--- src/rtl/edge_detector_bank.sv ---
// Multi-channel input conditioner: synchroniser, glitch filter, edge qualification,
// one-cycle event pulses and sticky pending/overflow flags with an aggregated interrupt.
module edge_detector_bank #(
  parameter int                  CHANNELS      = 8,
  parameter int                  SYNC_STAGES   = 2,
  parameter int                  FILTER_CYCLES = 4,
  parameter logic [CHANNELS-1:0] RESET_LEVEL   = '0
) (
  input  logic                clk,
  input  logic                rst_n,
  input  logic [CHANNELS-1:0] in,
  input  logic [CHANNELS-1:0] rise_en,
  input  logic [CHANNELS-1:0] fall_en,
  input  logic [CHANNELS-1:0] clear,
  output logic [CHANNELS-1:0] level_out,
  output logic [CHANNELS-1:0] pulse_out,
  output logic [CHANNELS-1:0] pending,
  output logic [CHANNELS-1:0] overflow,
  output logic                irq
);

  // With the filter bypassed the level register itself acts as the final
  // synchroniser stage, so the input step still lands after SYNC_STAGES edges.
  localparam int CHAIN = (FILTER_CYCLES == 0) ? SYNC_STAGES - 1 : SYNC_STAGES;
  localparam int CNT_W = (FILTER_CYCLES > 0) ? $clog2(FILTER_CYCLES + 1) : 1;

  logic [CHANNELS-1:0] sync_reg [CHAIN];
  logic [CHANNELS-1:0] sync;
  logic [CHANNELS-1:0] level_reg, level_next;
  logic [CHANNELS-1:0] pulse_reg, pulse_next;
  logic [CHANNELS-1:0] pending_reg, pending_next;
  logic [CHANNELS-1:0] overflow_reg, overflow_next;
  logic [CHANNELS-1:0] toggle;
  logic [CHANNELS-1:0] qual_edge;

  always_ff @(posedge clk or negedge rst_n) begin
    if (!rst_n) begin
      for (int s = 0; s < CHAIN; s++) sync_reg[s] <= RESET_LEVEL;
    end else begin
      sync_reg[0] <= in;
      for (int s = 1; s < CHAIN; s++) sync_reg[s] <= sync_reg[s-1];
    end
  end

  assign sync = sync_reg[CHAIN-1];

  genvar gi;
  generate
    for (gi = 0; gi < CHANNELS; gi++) begin : g_chan
      if (FILTER_CYCLES == 0) begin : g_bypass
        assign toggle[gi] = sync[gi] ^ level_reg[gi];
      end else begin : g_filter
        localparam logic [CNT_W-1:0] CNT_LAST = CNT_W'(FILTER_CYCLES - 1);
        logic [CNT_W-1:0] cnt_reg, cnt_next;
        logic             differs;

        assign differs    = sync[gi] ^ level_reg[gi];
        assign toggle[gi] = differs && (cnt_reg == CNT_LAST);

        always_comb begin
          cnt_next = cnt_reg + CNT_W'(1);
          if (!differs || toggle[gi]) cnt_next = '0;
        end

        always_ff @(posedge clk or negedge rst_n) begin
          if (!rst_n) cnt_reg <= '0;
          else        cnt_reg <= cnt_next;
        end
      end

      // Enables are looked at only in the cycle the level update is decided.
      assign qual_edge[gi] = toggle[gi] &
                             ((~level_reg[gi] & rise_en[gi]) | (level_reg[gi] & fall_en[gi]));
    end
  endgenerate

  always_comb begin
    level_next    = level_reg ^ toggle;
    pulse_next    = qual_edge;
    // A new event beats a simultaneous clear; overflow only when nothing clears it.
    pending_next  = qual_edge | (pending_reg & ~clear);
    overflow_next = ~clear & (overflow_reg | (qual_edge & pending_reg));
  end

  always_ff @(posedge clk or negedge rst_n) begin
    if (!rst_n) begin
      level_reg    <= RESET_LEVEL;
      pulse_reg    <= '0;
      pending_reg  <= '0;
      overflow_reg <= '0;
    end else begin
      level_reg    <= level_next;
      pulse_reg    <= pulse_next;
      pending_reg  <= pending_next;
      overflow_reg <= overflow_next;
    end
  end

  assign level_out = level_reg;
  assign pulse_out = pulse_reg;
  assign pending   = pending_reg;
  assign overflow  = overflow_reg;
  assign irq       = |pending_reg;

endmodule

--- config.mk ---
export PLATFORM = sky130hd
export DESIGN_NAME = edge_detector_bank
export DESIGN_NICKNAME = d
export VERILOG_FILES = /design/src/rtl/edge_detector_bank.sv
export SDC_FILE = /design/constraint.sdc
export NUM_CORES = 1
export LEC_CHECK = 0
export ABC_AREA = 0
export BUFFER_PORTS_ARGS = -buffer_cell sky130_fd_sc_hd__buf_2
export CORE_UTILIZATION = 50
export DETAILED_ROUTE_END_ITERATION = 16
export GPL_TIMING_DRIVEN = 0
export PLACE_DENSITY = 0.82
export SYNTH_ARGS = -nofsm -noshare
export SYNTH_HDL_FRONTEND = slang
export SYNTH_SLANG_ARGS = --single-unit
--- constraint.sdc ---
create_clock -name clk -period 3.05 [get_ports clk]
set_input_delay 0.305 -clock clk [delete_from_list [all_inputs] [get_ports clk]]
set_output_delay 0.305 -clock clk [all_outputs]
set_load 0.01 [all_outputs]
==> impl_metrics.yaml <==
status:
  outcome: "finished clean"
setup_path:
  r2r-start: "g_chan[0].g_filter.cnt_reg[0]"
  cp-end-kind: "output port"
  rr_worst_depth: 5
  r2r_end: "overflow[0]"
  r2r_setup_slack_ns: 1.63
  cp-start-kind: "register"
  max_stage_delay_ns: 0.49
  worstPathRequired_ns: 2.74
  crit_type: "register to output port"
  crit_slowest_cell: "nor4_1"
  cp_max_fo: 3
  path_buf_inv: 1
  cp_top_family: "simple AND/OR/NAND/NOR gates"
  crit_arrival_ns: 1.46
  path_cells: "nor4_1 > nand2_1 > buf_2"
pwr:
  power.density_nw_per_um2: 809
  clock_power_share_pct: 32.8
  p_switching_mw: 0.767
  power.internal_mw: 2.03
  p_comb_share_pct: 21.4
  power_mw: 2.79
  seqPwrFrac_pct: 45.9
  power.leakage_nw: 1.95
  swShare_pct: 27.5
  ir_drop_uv: 480
timing:
  min_period_ns: 1.76
  tns_ns: 0
  max_freq_ghz: 0.567
  setup_viol: 0
  setup_ws_ns: 1.29
  rsz0062_at_grt: "no"
  max_slew_margin_pct: 43.6
  min_period_over_period_pct: 57.8
  hold_viol: 0
  tightestPinTransition_ns: 0.846
  drv_slew: 0
  fin_hold_ws_ns: 0.0726
  fin_skew_ns: 0.00696
clocking:
  clk_latency_ns: 0.33
  clk_pin_slew_worst_paths_ns: 0.07
  htree_num_levels: 3
  cts_tree: "yes"
  clock-sinks: 72
  postCtsHoldBufs: 0
  cts_setup_buffers: 0
  cts_buffers: 9
  clockRootBuffer: "clkbuf_8"
  cts_resized: 0
  cts_buffer_depth: 2
floorplanning:
  start_util_pct: 53.1
  die_area_sq_um: 5860
  die_x_um: 76.6
  die_h_um: 76.6
  rows: 26
  core_area_sq_um: 5240
  pin_count: 67
synthesis:
  synth-main-ff-cell: "dfrtp_1"
  synth_most_common_cell: "dfrtp_1"
  ys_seq_elements: 72
  synth-async-reset-ratio_pct: 100
  yosysTopAreaCell: "dfrtp_1"
  synth_warnings: 0
  avgSynthCellArea_sq_um: 12.7
  synth_cells: 219
  yosys.cell_types.count: 14
  synth_edf_count: 0
  ys_seq_area_share_pct: 64.8
  synth_area_leaders: "dfrtp_1 65%, ha_1 7.2%, and4b_1 5.0%, inv_1 4.3%, nand2b_1 3.6%"
  syn_nets: 269
  synth.top_cell.area_share_pct: 64.8
  syn-cell-area_sq_um: 2780
  ys_top_cells_by_count: "72 x dfrtp_1, 32 x inv_1, 24 x nor2_1"
finish:
  area.growth.synth_to_final_pct: 24.3
  final_cell_area_sq_um: 3450
  diodes: 0
  nFillCells: 398
  nets: 346
  drive_above_1_share_pct: 32.6
global_routing:
  grt_pass1_wl_um: 7450
  grt.total_usage_pct: 16.6
  grt_pass1_vias: 1783
  antenna_found_initial: 0
  grt_max_degree: 73
  overflow: 0
flow_run:
  max-cap-violations: 0
route:
  first_pass_iters: 4
  vias: 1743
  ant_nets: 0
  viasPerCell: 4.70
  totalWireLength_um: 4150
  first_iter_violations: 36
  drcViolationCount: 0
  wire_per_inst_um: 11.2
min_path:
  worstHoldStart: "in[6]"
  hold_path_class: "input port to register"
  min_delay_path_depth: 1
  hold_end: "sync_reg[14]"
place:
  pre_cts_slack_ns: 1.56
  gp_congestion: 0.722
  placed_cell_area_sq_um: 3200
  place_hpwl_um: 2980
  io_buffers: 66
[layout by cell type, fill, tap and decap left out, drive strengths merged]
master,count
and3b,2
and4b,14
buf,66
bufinv,3
clkbuf,11
clkinv,1
clkinvlp,1
dfrtp,72
ha,16
inv,32
mux2,8
nand2,9
nand2b,16
nor2,31
nor4,2
o21ai,1
o22ai,8
xor2,8
[worst reg2reg max path, cell delays in order, from the launching register on]
cell	delay (ns)
dfrtp_1	0.38
ha_1	0.20
ha_1	0.21
and4b_1	0.22
nor2_2	0.17
o22ai_1	0.11
[worst max-delay path by stage]
stage | start | endpoint | slack (ns) | cells after the start
after detailed placement | pending[2] | irq | 1.56 | 3
after floorplan | g_chan[0].g_filter.cnt_reg[0] | overflow[0] | 1.76 | 5
after CTS | pending[1] | irq | 1.18 | 3
final | pending[1] | irq | 1.29 | 3
after global placement | rst_n | async pin | 1.31 | 1
after global routing | pending[1] | irq | 1.10 | 3
[per-layer routing]
metal	track usage (%)	wire, um
met4	9.81	106
met1	20.6	1930
met3	4.55	272
met5	0	0
met2	26.1	1840
[cells by family (layout without fill, tap and decap cells)]
family,count (synthesis),in the layout,share of synthesized area [%]
adder cells (fa/ha/maj),16,16,7.20
AO/OA/AOI/OAI,9,9,2.12
buffers and inverters,32,114,4.32
flip-flops,72,72,64.8
multiplexers,8,8,3.24
AND/OR/NAND/NOR,74,74,15.8
XOR/XNOR,8,8,2.52
[power groups by stage]
stage	combinational [mW]	sequential [mW]	clock, mW
2_1_floorplan	0.380	1.31	0
3_3_place_gp	0.586	1.29	0
3_5_place_dp	0.609	1.30	0
4_1_cts	0.613	1.28	0.942
5_1_grt	0.709	1.31	0.979
6_report	0.597	1.28	0.915
[per-stage QoR]
stage               util (%)  cells
finish                  65.9    371
global placement        61.0    355
floorplan                  -    219
CTS                     65.9    371
detailed placement      61.1    355
global route            65.9    371
[layout make-up]
type                    count  area, sq um  area share [%]
clock buffers              11          151            4.38
clock inverters             5          103            2.97
inverters                  32          120            3.48
multi-input cells         115          857            24.8
flip-flops and latches     72         1800            52.2
well taps                  70         87.6            2.54
repair buffers             66          333            9.64
(Power assumes the default switching activity.)
